File: src/rtl/y_change_apply.sv
// Read-modify-write engine ahead of the Y admittance SRAM write port.
// Each change record adds a saturated complex delta to one lane of a 256-bit word.
module y_change_apply #(
  parameter int N_ROWS        = 64,
  parameter int N_COLS        = 64,
  parameter int WORDS_PER_ROW = 13,
  parameter int RD_LAT        = 1
) (
  input  logic         clock,
  input  logic         reset,
  input  logic         chg_valid,
  output logic         chg_ready,
  input  logic         chg_last,
  input  logic [15:0]  chg_row,
  input  logic [15:0]  chg_col,
  input  logic [23:0]  chg_real,
  input  logic [23:0]  chg_img,
  output logic [10:0]  rd_addr,
  input  logic [255:0] rd_data,
  output logic         wr_en,
  output logic [10:0]  wr_addr,
  output logic [255:0] wr_data,
  output logic         err_range,
  output logic         done,
  output logic [15:0]  applied_cnt
);

  typedef enum logic [2:0] {IDLE, CHK, DIV, RD, WT, MOD, WR} state_t;

  state_t state_q, state_d;

  logic [15:0]  row_q, row_d;
  logic [15:0]  rem_q, rem_d;
  logic [15:0]  quo_q, quo_d;
  logic [23:0]  real_q, real_d;
  logic [23:0]  img_q, img_d;
  logic         last_q, last_d;
  logic [7:0]   wt_cnt_q, wt_cnt_d;
  logic [255:0] word_q, word_d;
  logic [10:0]  rd_addr_q, rd_addr_d;
  logic [10:0]  wr_addr_q, wr_addr_d;
  logic [255:0] wr_data_q, wr_data_d;
  logic [15:0]  applied_cnt_q, applied_cnt_d;

  logic         out_of_range;
  logic         wt_done;
  logic [255:0] mod_word;

  // Two's complement add clamped to the signed 24-bit range.
  function automatic logic [23:0] sat_add(input logic [23:0] a, input logic [23:0] b);
    logic [24:0] s;
    s = {a[23], a} + {b[23], b};
    if (s[24] != s[23]) return s[24] ? 24'h800000 : 24'h7FFFFF;
    return s[23:0];
  endfunction

  assign out_of_range = (32'(row_q) >= 32'(N_ROWS)) || (32'(rem_q) >= 32'(N_COLS));
  assign wt_done      = (32'(wt_cnt_q) >= 32'(RD_LAT - 1));

  always_ff @(posedge clock) begin
    if (!reset) state_q <= IDLE;
    else        state_q <= state_d;
  end

  always_comb begin
    state_d = state_q;
    case (state_q)
      IDLE: if (chg_valid) state_d = CHK;
      CHK:  state_d = out_of_range ? IDLE : DIV;
      DIV:  if (rem_q < 16'd5) state_d = RD;
      RD:   state_d = WT;
      WT:   if (wt_done) state_d = MOD;
      MOD:  state_d = WR;
      WR:   state_d = IDLE;
      default: state_d = IDLE;
    endcase
  end

  // Only the lane selected by the column remainder is touched; reserved bits ride along.
  always_comb begin
    mod_word = word_q;
    for (int k = 0; k < 5; k++) begin
      if (rem_q == 16'(k)) begin
        mod_word[48*k +: 48] = {sat_add(word_q[48*k+24 +: 24], real_q),
                                sat_add(word_q[48*k +: 24], img_q)};
      end
    end
  end

  always_comb begin
    row_d         = row_q;
    rem_d         = rem_q;
    quo_d         = quo_q;
    real_d        = real_q;
    img_d         = img_q;
    last_d        = last_q;
    wt_cnt_d      = wt_cnt_q;
    word_d        = word_q;
    rd_addr_d     = rd_addr_q;
    wr_addr_d     = wr_addr_q;
    wr_data_d     = wr_data_q;
    applied_cnt_d = applied_cnt_q;
    case (state_q)
      IDLE: begin
        if (chg_valid) begin
          row_d  = chg_row;
          rem_d  = chg_col;
          quo_d  = 16'd0;
          real_d = chg_real;
          img_d  = chg_img;
          last_d = chg_last;
        end
      end
      DIV: begin
        // Column-to-word mapping by repeated subtraction of the 5-lane word width.
        if (rem_q >= 16'd5) begin
          rem_d = rem_q - 16'd5;
          quo_d = quo_q + 16'd1;
        end else begin
          rd_addr_d = 11'(32'(row_q) * 32'(WORDS_PER_ROW) + 32'(quo_q));
        end
      end
      RD: wt_cnt_d = 8'd0;
      WT: begin
        wt_cnt_d = wt_cnt_q + 8'd1;
        if (wt_done) word_d = rd_data;
      end
      MOD: begin
        wr_addr_d = rd_addr_q;
        wr_data_d = mod_word;
      end
      WR: applied_cnt_d = applied_cnt_q + 16'd1;
      default: ;
    endcase
  end

  always_ff @(posedge clock) begin
    if (!reset) begin
      row_q         <= '0;
      rem_q         <= '0;
      quo_q         <= '0;
      real_q        <= '0;
      img_q         <= '0;
      last_q        <= 1'b0;
      wt_cnt_q      <= '0;
      word_q        <= '0;
      rd_addr_q     <= '0;
      wr_addr_q     <= '0;
      wr_data_q     <= '0;
      applied_cnt_q <= '0;
    end else begin
      row_q         <= row_d;
      rem_q         <= rem_d;
      quo_q         <= quo_d;
      real_q        <= real_d;
      img_q         <= img_d;
      last_q        <= last_d;
      wt_cnt_q      <= wt_cnt_d;
      word_q        <= word_d;
      rd_addr_q     <= rd_addr_d;
      wr_addr_q     <= wr_addr_d;
      wr_data_q     <= wr_data_d;
      applied_cnt_q <= applied_cnt_d;
    end
  end

  // Strobes are gated by reset so nothing is seen while reset is held low.
  always_comb begin
    chg_ready   = reset && (state_q == IDLE);
    wr_en       = reset && (state_q == WR);
    err_range   = reset && (state_q == CHK) && out_of_range;
    done        = reset && last_q &&
                  (((state_q == CHK) && out_of_range) || (state_q == WR));
    rd_addr     = rd_addr_q;
    wr_addr     = wr_addr_q;
    wr_data     = wr_data_q;
    applied_cnt = applied_cnt_q;
  end

endmodule

File: config.mk
export PLATFORM = sky130hd
export DESIGN_NAME = y_change_apply
export DESIGN_NICKNAME = d
export VERILOG_FILES = /design/src/rtl/y_change_apply.sv
export SDC_FILE = /design/constraint.sdc
export NUM_CORES = 2
export LEC_CHECK = 0
export BUFFER_PORTS_ARGS = -buffer_cell sky130_fd_sc_hd__buf_4
export CORE_MARGIN = 1
export CORE_UTILIZATION = 58
export DETAILED_ROUTE_END_ITERATION = 8
export PLACE_DENSITY_LB_ADDON = 0.08
export SETUP_SLACK_MARGIN = 0.3
export SLEW_MARGIN = 20
export SYNTH_ARGS = -nofsm -noshare
export SYNTH_HDL_FRONTEND = slang
export SYNTH_SLANG_ARGS = --single-unit
export TNS_END_PERCENT = 20
File: constraint.sdc
create_clock -name clock -period 5.59 [get_ports clock]
set_input_delay 0.559 -clock clock [delete_from_list [all_inputs] [get_ports clock]]
set_output_delay 0.559 -clock clock [all_outputs]
set_load 0.02 [all_outputs]
==> results.md <==
* Post-synthesis adder-cell area fraction at 10.5%
* Yosys reg bits at 645
* Placed cells at 6316
* Worst-path clk slew at 60 ps
* Status: finished, final reports clean
* Net switching power at 2.89 mW
* Crit Path Max Fanout at 12
* Max frequency at 206 MHz
* Least-Margin Pin Slew at 1310 ps
* Switch share at 26.0%
* Post-synthesis area per instance at 7.62 um2
* Final Hold Viols at 0
* Crit path capture: wr_data[110]$_SDFFE_PN0P_
* Hold_buf cts at 0
* Slew Limit Fails at 0
* Dominant synthesized flop cell: dfxtp_1
* Initial drt markers at 3748
* First-pass GRT wire length at 213 mm
* XOR/XNOR Fraction of Synth Area at 4.76%
* GR Overflow Total at 0
* Layout cells sized above 1 at 16.2%
* Total wire length at 142 mm
* Slew headroom at 12.3%
* Rows at 94
* Post-route antenna net violation count at 0
* Total core area at 65700 um2
* Setup WS pre-CTS at 673 ps
* Reg2Reg Setup Slack at 740 ps
* Total number of vias at 39900
* Post-synthesis mux area share at 0.241%
* Boundary Pins at 638
* Comb pwr share at 10.0%
* Clock Power Share at 47.1%
* Total GRT Usage at 40.6%
* Worst reg2reg endpoint: wr_data[110]$_SDFFE_PN0P_
* Drt first pass iters at 8
* Max cap viols at 0
* Detailed placer's ending HPWL at 102 mm
* Synth Instances at 5051
* Antenna violations before repair at 11
* RR Startpoint: img_q[0]$_SDFFE_PN0P_
* Synth Area in Compound Gates at 25.6%
* Syn nets at 5698
* Commonest non-fill, non-tap cell in the layout: nand2_1
* Crit Path Category: reg2reg
* Final Cycle Share at 86.8%
* Die height at 260 um
* Layout Nets at 6174
* Area delta synth->final at 20.4%
* Post-synth EDFFs at 0
* CTS tree: built
* Simple logic cell fraction of the synthesized area at 21.1%
* WHS at 161 ps
* Routed len/inst at 22.1 um
* Min Tclk post-route at 4850 ps
* Largest net degree at the start of global routing at 227
* Syn Std Cell Area at 38500 um2
* Commonest cells after routing, fill and taps aside: 1105 x nand2_1, 690 x buf_4, 673 x a21oi_1, 644 x dfxtp_1, 300 x nor2_1
* Ys async rst share at 0%
* Vias/cell at 6.18
* DRC at 0
* Arr. time, crit path at 5370 ps
* Seq/Total Area, Yosys at 33.5%
* Placer Congestion at 0.982
* PD cells at 240 nW/um2
* Pint at 8.21 mW
* Max H-tree Level at 3
* Worst setup path startpoint: img_q[0]$_SDFFE_PN0P_
* Clock Skew at 23.2 ps
* Multi-input gate area at 24000 um2
* Clk sink count at 645
* PortBufs at 637
* Worst setup SP type: flip-flop
* FF/Latch Area at 12900 um2
* CTS buffer count at 73
* Worst Hold Class: in2reg
* Setup violations, final at 0
* Post-Layout Cell Count at 6451
* Hold path start: rd_data[23]
* Main combinational cell family by area after synthesis: compound AO/OA/AOI/OAI gates
* Required @ worst endpoint at 6110 ps
* DIE WIDTH at 260 um
* Worst Reg-to-Reg Cells at 17
* Setup TNS at 0 ps
* Final setup margin at 740 ps
* Syn. warnings at 0
* Filler cell count at 5569
* Library cells used by synthesis at 98
* Worst-skew pair later-pin latency at 640 ps
* CTS Root Cell: clkbuf_16
* CP endpoint kind: flip-flop
* Vias in the first global route at 37000
* Leakage at 20.0 nW
* Die outline area at 67400 um2
* Sequential power share at 42.9%
* Clk buf depth at 3
* RSZ-0062 raised after global routing: no
* Peak supply drop at 242 uV
* Starting Density at 58.6%
## state kept, by name, summed over array words and instances (netlist names)
| signal | count |
|---|---|
| word_q | 256 |
| quo_q | 11 |
| img_q | 24 |
| state_q | 3 |
| last_q | 1 |
| wr_addr | 11 |
| row_q | 16 |
| applied_cnt | 16 |
| rem_q | 16 |
| rd_addr | 11 |
| real_q | 24 |
| wr_data | 256 |
## synth_stat cells (75+ instances only)
cell type | n | area [um2]
clkbuf_1 | 234 | 878
dfxtp_1 | 645 | 12900
a21oi_1 | 673 | 3370
o21ai_0 | 276 | 1380
a21o_1 | 102 | 766
xnor2_1 | 117 | 1020
nor3_1 | 120 | 601
ha_1 | 283 | 3540
nand2_1 | 1107 | 4160
nor2_1 | 302 | 1130
a211oi_1 | 75 | 563
inv_1 | 112 | 420
xor2_1 | 92 | 806
## power by group through the flow
| stage | logic, mW | clock network [mW] | registers (mW) |
|---|---|---|---|
| 5_1_grt | 1.20 | 5.42 | 4.75 |
| 2_1_floorplan | 0.651 | 0 | 4.79 |
| 3_5_place_dp | 1.08 | 0 | 4.85 |
| 4_1_cts | 1.09 | 5.24 | 4.75 |
| 6_report | 1.12 | 5.23 | 4.76 |
| 3_3_place_gp | 1.07 | 0 | 4.85 |
## cell type report
class	count	share of cell area [%]
inverter	114	0.940
clock buffer	97	4.38
tap	864	2.33
antenna	4	0.0216
timing repair buffer	696	11.4
clock inverter	34	1.18
sequential	645	27.9
multi-input combinational	3997	51.8
## worst min path at each step
stage	end	cells after the start	slack, ps
after CTS	word_q[138]$_SDFFE_PN0N_	3	150
final	word_q[23]$_SDFFE_PN0N_	3	160
after detailed placement	wr_data[109]$_SDFFE_PN0P_	2	430
after global routing	word_q[245]$_SDFFE_PN0N_	3	160
after global placement	wr_data[132]$_SDFFE_PN0P_	2	430
after floorplan	wr_data[240]$_SDFFE_PN0P_	2	430
## worst max-delay path: stages, from the launching register on
cell and delay, ps:
dfxtp_1 320, buf_4 200, ha_1 250, fa_1 460
a211oi_2 270, o21ai_1 120, a31oi_2 280, a211oi_1 170
a2111oi_1 700, o31ai_1 240, nand2_1 140, a21bo_2 150
ha_1 380, nand2_1 120, o21ai_1 60, a41o_1 340
buf_4 230, a221o_1 300
## per-layer routing
metal	up-vias	share of wire (%)	routed length [um]	GRT usage (%)
met1	18800	40	57200	52.1
li1	18800	-	-	-
met2	1838	44	62300	62.3
met3	431	9.1	13000	8.16
met4	16	6.9	9800	25.5
met5	-	0.072	103	0
## cells by family (layout without fill, tap and decap cells)
logic type,after synthesis,count (layout)
xor gates and xnor gates,209,209
and+or+nand+nor,1879,1879
adders and majority gates,308,308
muxes,9,9
other,0,4
DFF,645,645
AOI/OAI and AO/OA,1592,1592
buffers and inverters,409,941
## through the flow
stage	power, mW	utilization, %	area (um2)
5_1_grt	11.4	70.5	46300
4_1_cts	11.1	70.4	46300
2_1_floorplan	5.44	-	38500
3_3_place_gp	5.92	66.5	43700
3_5_place_dp	5.94	66.5	43700
6_report	11.1	70.5	46300
## repair_timing
item,CTS,global route
buffers inserted,0,0
gates resized for setup,0,2
setup endpoints to repair,0,9
No activity file was read; power rests on OpenSTA's default activity.
